==> src/rtl/qpu_ifu_bjp_ctrl.sv <==
`timescale 1ns/1ps
// ---------------------------------------------------------------------------
// qpu_ifu_bjp_ctrl
//
// Resolves conditional branches (bxx) in the fetch stage, behind the IFU
// mini-decoder. A branch is captured from the IR stage, waits out pending
// writes to its source registers, borrows the RF read port it shares with the
// EXU, compares the operands and emits one taken/not-taken result with the
// redirect PC. Non-branch instructions are consumed in zero cycles.
//
// Handshakes (all valid/ready style):
//   ir_valid/ir_ready : an instruction moves when both are high on a rising
//                       edge. ir_valid must hold its payload until then.
//                       ir_ready does not depend on ir_valid.
//   rf_req/rf_gnt     : the read is performed on the edge where both are high.
//                       Read data returns the following cycle. rf_req and the
//                       indices stay stable until that edge.
//   bjp_vld           : one-cycle pulse. There is no back-pressure.
//
// Ports
//   clk, rst_n                       clock, asynchronous active-low reset
//   ir_valid/ir_ready/ir_pc/ir_funct3   IR stage instruction
//   dec_*                            mini-decoder fields for the IR instruction
//   wb_pend_vec                      outstanding register writes, one bit per reg
//   rf_req/rf_gnt/rf_rs*idx/rf_rs*data  shared RF read port
//   flush                            abort any branch in progress
//   bjp_vld/bjp_taken/bjp_tgt_pc     resolution result to the PC generator
//   stall_cnt                        saturating count of dependency-stall cycles
//   dbg_state                        current sequencer state
//                                    (0 IDLE, 1 DEP, 2 REQ, 3 DATA)
//
// XLEN must be at least PC_W. Only the low PC_W bits of the immediate
// take part in the target addition.
// ---------------------------------------------------------------------------
module qpu_ifu_bjp_ctrl #(
    parameter int PC_W    = 32,
    parameter int XLEN    = 32,
    parameter int RFIDX_W = 5,
    parameter int STALL_W = 8
) (
    input  logic                    clk,
    input  logic                    rst_n,
    input  logic                    ir_valid,
    output logic                    ir_ready,
    input  logic [PC_W-1:0]         ir_pc,
    input  logic [2:0]              ir_funct3,
    input  logic                    dec_bxx,
    input  logic                    dec_rs1en,
    input  logic                    dec_rs2en,
    input  logic [RFIDX_W-1:0]      dec_rs1idx,
    input  logic [RFIDX_W-1:0]      dec_rs2idx,
    input  logic [XLEN-1:0]         dec_bjp_imm,
    input  logic [2**RFIDX_W-1:0]   wb_pend_vec,
    output logic                    rf_req,
    input  logic                    rf_gnt,
    output logic [RFIDX_W-1:0]      rf_rs1idx,
    output logic [RFIDX_W-1:0]      rf_rs2idx,
    input  logic [XLEN-1:0]         rf_rs1data,
    input  logic [XLEN-1:0]         rf_rs2data,
    input  logic                    flush,
    output logic                    bjp_vld,
    output logic                    bjp_taken,
    output logic [PC_W-1:0]         bjp_tgt_pc,
    output logic [STALL_W-1:0]      stall_cnt,
    output logic [1:0]              dbg_state
);

    localparam logic [1:0] ST_IDLE = 2'd0;
    localparam logic [1:0] ST_DEP  = 2'd1;
    localparam logic [1:0] ST_REQ  = 2'd2;
    localparam logic [1:0] ST_DATA = 2'd3;

    localparam logic [2:0] F3_BEQ  = 3'b000;
    localparam logic [2:0] F3_BNE  = 3'b001;
    localparam logic [2:0] F3_BLT  = 3'b100;
    localparam logic [2:0] F3_BGE  = 3'b101;
    localparam logic [2:0] F3_BLTU = 3'b110;
    localparam logic [2:0] F3_BGEU = 3'b111;

    logic [1:0]         state_q, state_d;
    logic [STALL_W-1:0] stall_q, stall_d;
    logic               vld_q, vld_d;
    logic               taken_q, taken_d;
    logic [PC_W-1:0]    tgt_q, tgt_d;

    // Captured branch context
    logic [PC_W-1:0]    pc_q;
    logic [PC_W-1:0]    imm_q;
    logic [2:0]         funct3_q;
    logic [RFIDX_W-1:0] rs1idx_q, rs2idx_q;
    logic               rs1en_q, rs2en_q;

    logic               capture;
    logic               hazard;
    logic [XLEN-1:0]    op1, op2;
    logic               cond;
    logic               unused_imm;

    // Only the low PC_W bits of the immediate are needed for the target.
    assign unused_imm = ^dec_bjp_imm;

    // A flush in IDLE refuses the instruction so it is re-presented afterwards.
    assign ir_ready = (state_q == ST_IDLE) && !flush;
    assign capture  = ir_valid && ir_ready && dec_bxx;

    // x0 is hard-wired, so a pending bit on index 0 is never a real dependency.
    assign hazard = (rs1en_q && (rs1idx_q != '0) && wb_pend_vec[rs1idx_q]) ||
                    (rs2en_q && (rs2idx_q != '0) && wb_pend_vec[rs2idx_q]);

    assign op1 = rs1en_q ? rf_rs1data : '0;
    assign op2 = rs2en_q ? rf_rs2data : '0;

    always_comb begin
        cond = 1'b0;
        case (funct3_q)
            F3_BEQ:  cond = (op1 == op2);
            F3_BNE:  cond = (op1 != op2);
            F3_BLT:  cond = ($signed(op1) <  $signed(op2));
            F3_BGE:  cond = ($signed(op1) >= $signed(op2));
            F3_BLTU: cond = (op1 <  op2);
            F3_BGEU: cond = (op1 >= op2);
            default: cond = 1'b0;
        endcase
    end

    always_comb begin
        state_d = state_q;
        stall_d = stall_q;
        vld_d   = 1'b0;
        taken_d = taken_q;
        tgt_d   = tgt_q;
        case (state_q)
            ST_IDLE: begin
                if (capture) state_d = ST_DEP;
            end
            ST_DEP: begin
                if (hazard) begin
                    if (!flush && !(&stall_q)) stall_d = stall_q + STALL_W'(1);
                end else begin
                    state_d = ST_REQ;
                end
            end
            ST_REQ: begin
                if (rf_gnt) state_d = ST_DATA;
            end
            default: begin
                state_d = ST_IDLE;
                vld_d   = 1'b1;
                taken_d = cond;
                tgt_d   = cond ? (pc_q + imm_q) : (pc_q + PC_W'(4));
            end
        endcase
        // An aborted branch produces no result and leaves the last one visible.
        if (flush) begin
            state_d = ST_IDLE;
            vld_d   = 1'b0;
            taken_d = taken_q;
            tgt_d   = tgt_q;
        end
    end

    always_ff @(posedge clk or negedge rst_n) begin
        if (!rst_n) begin
            state_q <= ST_IDLE;
            stall_q <= '0;
            vld_q   <= 1'b0;
            taken_q <= 1'b0;
            tgt_q   <= '0;
        end else begin
            state_q <= state_d;
            stall_q <= stall_d;
            vld_q   <= vld_d;
            taken_q <= taken_d;
            tgt_q   <= tgt_d;
        end
    end

    always_ff @(posedge clk or negedge rst_n) begin
        if (!rst_n) begin
            pc_q     <= '0;
            imm_q    <= '0;
            funct3_q <= '0;
            rs1idx_q <= '0;
            rs2idx_q <= '0;
            rs1en_q  <= 1'b0;
            rs2en_q  <= 1'b0;
        end else if (capture) begin
            pc_q     <= ir_pc;
            imm_q    <= dec_bjp_imm[PC_W-1:0];
            funct3_q <= ir_funct3;
            rs1idx_q <= dec_rs1idx;
            rs2idx_q <= dec_rs2idx;
            rs1en_q  <= dec_rs1en;
            rs2en_q  <= dec_rs2en;
        end
    end

    assign rf_req     = (state_q == ST_REQ);
    assign rf_rs1idx  = rs1idx_q;
    assign rf_rs2idx  = rs2idx_q;
    assign bjp_vld    = vld_q;
    assign bjp_taken  = taken_q;
    assign bjp_tgt_pc = tgt_q;
    assign stall_cnt  = stall_q;
    assign dbg_state  = state_q;

endmodule
==> config.mk <==
export PLATFORM = sky130hd
export DESIGN_NAME = qpu_ifu_bjp_ctrl
export DESIGN_NICKNAME = d
export VERILOG_FILES = /design/src/rtl/qpu_ifu_bjp_ctrl.sv
export SDC_FILE = /design/constraint.sdc
export NUM_CORES = 1
export LEC_CHECK = 0
export ABC_AREA = 0
export CAP_MARGIN = 10
export CELL_PAD_IN_SITES_DETAIL_PLACEMENT = 2
export CELL_PAD_IN_SITES_GLOBAL_PLACEMENT = 2
export CORE_MARGIN = 5
export CORE_UTILIZATION = 30
export DETAILED_ROUTE_END_ITERATION = 16
export HOLD_SLACK_MARGIN = 0.1
export PLACE_DENSITY_LB_ADDON = 0.1
export SLEW_MARGIN = 20
export SYNTH_ARGS = -nofsm -noshare
export SYNTH_HDL_FRONTEND = slang
export SYNTH_SLANG_ARGS = --single-unit
==> constraint.sdc <==
create_clock -name clk -period 3.48 [get_ports clk]
set_clock_uncertainty 0.1 [all_clocks]
set_input_delay 0.696 -clock clk [delete_from_list [all_inputs] [get_ports clk]]
set_output_delay 0.696 -clock clk [all_outputs]
set_load 0.02 [all_outputs]
==> results.tsv, run 1 <==
stage	metric	value	unit
routing	average via count per standard cell	5.12	
layout	fill cell count	3057	
worst_setup_path	worst path arrival time	3620	ps
logic_synthesis	FF+latch count, synth	123	
worst_hold_path	type of the tightest min-delay check	flip-flop to flip-flop	
layout	most common cell after layout, fill and taps aside	clkdlybuf4s50_1	
layout	ratio of cells with drive above 1 in the final layout	0.191	
worst_setup_path	R2R setup slack	70	ps
flow_run	max-capacitance violation count	0	
clock_network	latest clock arrival within the worst-skew pair	420	ps
timing	final number of hold-violating endpoints	0	
global_route	global-route track usage on met3	0.0459	
layout	number of standard cells in the layout, taps in and fillers out	1512	
worst_setup_path	category of the worst setup path capture point	flip-flop	
worst_setup_path	launching element type of the critical path	input pin	
timing	top achievable clock speed	0.290	GHz
power	Power Dens Cells	997	mW/mm^2
routing	average wire length per cell after detail routing	20.8	um
logic_synthesis	dominant register cell in the synthesized netlist	dfrtp_1	
clock_network	CTS tree	done	
floorplan	num ports	237	
logic_synthesis	per-instance average area after synthesis	10.1	sq um
status	status	finished, final reports clean	
global_route	first-pass GRT wire length	47900	um
floorplan	chip height	180	um
layout	net total in the final layout	1365	
clock_network	number of buffers added by the clock tree synthesis step	17	
global_route	grt met1 use	0.240	
logic_synthesis	number of warnings issued by yosys	0	
routing	residual antenna-violating net count after detailed routing	0	
logic_synthesis	Mapped Nets	1104	
power	static leakage power	5.33	nW
clock_network	# clock sinks	123	
clock_network	Clock Path Buffers	2	
global_route	initial antenna violation count	4	
routing	Iteration-0 DRC Markers	177	
floorplan	Initial Util	0.302	
timing	count of endpoints failing setup in the final report	0	
global_route	Global Route Usage Sum	0.182	
layout	area delta synth->final	48.2	%
logic_synthesis	count of mapped cells out of synthesis	853	
placement	Inst Count DP	1465	
placement	dpl hpwl	23100	um
routing	length of the first detailed-routing pass in iterations	4	
logic_synthesis	share of synthesized registers carrying an async set or reset	1.00	
placement	gp weighted congestion	0.803	
floorplan	die outline area	0.0322	sq mm
clock_network	clock edge transition at the registers on the reported setup and hold paths	60	ps
logic_synthesis	area of the mapped netlist	0.00862	sq mm
timing	setup repair after global routing missed its margin	true	
clock_network	root buffer cell	clkbuf_16	
global_route	via count of the first global-routing pass	8536	
routing	DRC Markers	0	
floorplan	core area	0.0285	sq mm
worst_setup_path	critical path required time	3650	ps
timing	final max-slew violation count	0	
layout	commonest non-fill, non-tap cells in the layout	clkdlybuf4s50_1, dfrtp_1, nand2_1	
worst_setup_path	top fanout value on the critical path	8	
global_route	global-route congestion overflow total	0	
timing	worst relative slew slack	0.562	
clock_network	H-tree Lvls	4	
routing	via count	7742	
floorplan	Die Wd	180	um
logic_synthesis	portion of the post-synthesis area used by sequential elements	0.357	
global_route	maximum number of pins on one net before global-route repair	80	
timing	Final period util	0.991	
power	highest ir drop seen on vdd	334	uV
global_route	met2 track demand over resource in global routing	0.310	
routing	total routed wirelength	31500	um
worst_setup_path	type of the worst setup path	input pin to flip-flop	
floorplan	standard-cell row count	62	
timing	Worst Max-Slew Pin Slew	657	ps
logic_synthesis	number of enable flip-flop cells after synthesis	0	
timing	Tmin final	3450	ps
logic_synthesis	number of distinct standard cells referenced by the synthesized netlist	62	
placement	number of port buffers	235	
timing	Hold Worst Slack	382	ps
global_route	Most Used Layer, Global Route	met2	
cells in the mapped netlist, types with 11 or more instances:
master,instances,area share
mux2_2,79,0.10
clkbuf_1,22,0.0096
nor2_1,28,0.012
dfrtp_1,123,0.36
nand3_1,25,0.015
and2_1,32,0.023
mux4_2,13,0.034
and3_1,11,0.0080
nand4_1,21,0.015
mux2i_1,30,0.035
a21oi_1,42,0.024
xor2_1,20,0.020
xnor2_1,39,0.040
ha_1,69,0.10
nand2_1,110,0.048
o21ai_0,38,0.022
inv_1,11,0.0048
cells by family (layout without fill, tap and decap cells):
family                   count (synthesis)  count (layout)  share of synthesized area
flip-flops                             123             123                      0.357
adder cells (fa/ha/maj)                 70              70                      0.102
XOR/XNOR                                59              59                     0.0599
buffers and inverters                   45             319                     0.0220
other                                    0               1                          0
AO/OA/AOI/OAI                          154             154                      0.113
multiplexers                           129             129                      0.190
AND/OR/NAND/NOR                        273             273                      0.156
through the flow:
| stage | power [mW] | setup WS, ps | utilization | setup TNS, ps | cell area, sq um |
|---|---|---|---|---|---|
| 2_1_floorplan | 7.51 | 302 | - | 0 | 8620 |
| 3_3_place_gp | 9.84 | -369 | 0.406 | -9970 | 11600 |
| 3_5_place_dp | 10.0 | -455 | 0.406 | -11920 | 11600 |
| 4_1_cts | 12.0 | -12.0 | 0.427 | -20.8 | 12200 |
| 5_1_grt | 13.8 | -115 | 0.448 | -810 | 12800 |
| 6_report | 12.7 | 30.8 | 0.448 | 0 | 12800 |
state kept, by name, indices dropped and copies added, names as in the netlist:
signal,cells
imm_q,32
stall_cnt,8
rs2en_q,1
bjp_vld,1
rf_rs1idx,5
funct3_q,3
bjp_tgt_pc,32
dbg_state,2
pc_q,32
bjp_taken,1
rf_rs2idx,5
rs1en_q,1
cell type report:
type / count / area (sq um) / share of cell area
clock inverters: 14 / 160 / 0.0125
flip-flops and latches: 123 / 3080 / 0.241
multi-input cells: 685 / 5670 / 0.444
repair buffers: 274 / 2900 / 0.227
well taps: 384 / 480 / 0.0376
diodes: 1 / 2.50 / 0.000196
clock buffers: 18 / 439 / 0.0344
inverters: 13 / 48.8 / 0.00382
worst max-delay path: stages:
cell             delay, ps
clkdlybuf4s50_1        410
and2_1                 190
ha_4                   280
nand4_1                130
nor4_2                 290
buf_4                  170
nand2_2                 50
or2_0                  230
a21oi_1                130
o211ai_1               160
a21oi_4                170
buf_12                 170
buf_12                 140
buf_6                  110
mux2i_4                220
o21ai_1                 80
per-layer routing:
| layer | part of all wire | up-vias | wire [um] |
|---|---|---|---|
| met1 | 0.46 | 3896 | 14300 |
| li1 | - | 3637 | - |
| met5 | 0.0013 | - | 42 |
| met3 | 0.042 | 23 | 1310 |
| met2 | 0.50 | 178 | 15600 |
| met4 | 0.0059 | 8 | 186 |
report_power, final:
group	leakage, nW	internal (mW)	switching [mW]
registers	1.53	2.07	0.781
logic	3.51	4.13	3.93
clock network	0.286	1.09	0.746
total	5.33	7.29	5.46
what timing repair did:
item | in CTS | in global routing
hold buffers | 1 | 0
gates resized for setup | 0 | 60
endpoints found under the hold margin | 21 | 0
pin swaps | 0 | 36
gates cloned | 0 | 7
buffers inserted | 0 | 6
endpoints found under the setup margin | 2 | 33
final timing paths:
| check | startpoint | to | cells after the start |
|---|---|---|---|
| setup / recovery | rf_rs1data[23] | bjp_tgt_pc[23] | 16 |
| hold / removal | bjp_taken | bjp_taken | 2 |
| max in group asynchronous | rst_n | rs1en_q | 3 |
| hold reg to reg | bjp_taken | bjp_taken | 2 |
| setup reg to reg | rs1en_q | bjp_tgt_pc[23] | 16 |
| min in group asynchronous | rst_n | pc_q[12] | 2 |
Note: power is estimated with default switching activity, not from simulation.
==> run 2, diff against run 1 <==
--- a/config.mk
+++ b/config.mk
@@ -6,6 +6,7 @@
 export NUM_CORES = 1
 export LEC_CHECK = 0
 export ABC_AREA = 0
+export ABC_CLOCK_PERIOD_IN_PS = 3480
 export CAP_MARGIN = 10
 export CELL_PAD_IN_SITES_DETAIL_PLACEMENT = 2
 export CELL_PAD_IN_SITES_GLOBAL_PLACEMENT = 2
@@ -14,7 +15,7 @@
 export DETAILED_ROUTE_END_ITERATION = 16
 export HOLD_SLACK_MARGIN = 0.1
 export PLACE_DENSITY_LB_ADDON = 0.1
-export SLEW_MARGIN = 20
+export SLEW_MARGIN = 40
 export SYNTH_ARGS = -nofsm -noshare
 export SYNTH_HDL_FRONTEND = slang
 export SYNTH_SLANG_ARGS = --single-unit
==> results of run 2 <==
The final DEF is identical to that of run 1; final timing and power are the same.
==> run 3, diff against run 2 <==
--- a/config.mk
+++ b/config.mk
@@ -7,7 +7,7 @@
 export LEC_CHECK = 0
 export ABC_AREA = 0
 export ABC_CLOCK_PERIOD_IN_PS = 3480
-export CAP_MARGIN = 10
+export CAP_MARGIN = 5
 export CELL_PAD_IN_SITES_DETAIL_PLACEMENT = 2
 export CELL_PAD_IN_SITES_GLOBAL_PLACEMENT = 2
 export CORE_MARGIN = 5
==> results of run 3 <==
The final DEF is identical to that of run 1; final timing and power are the same.
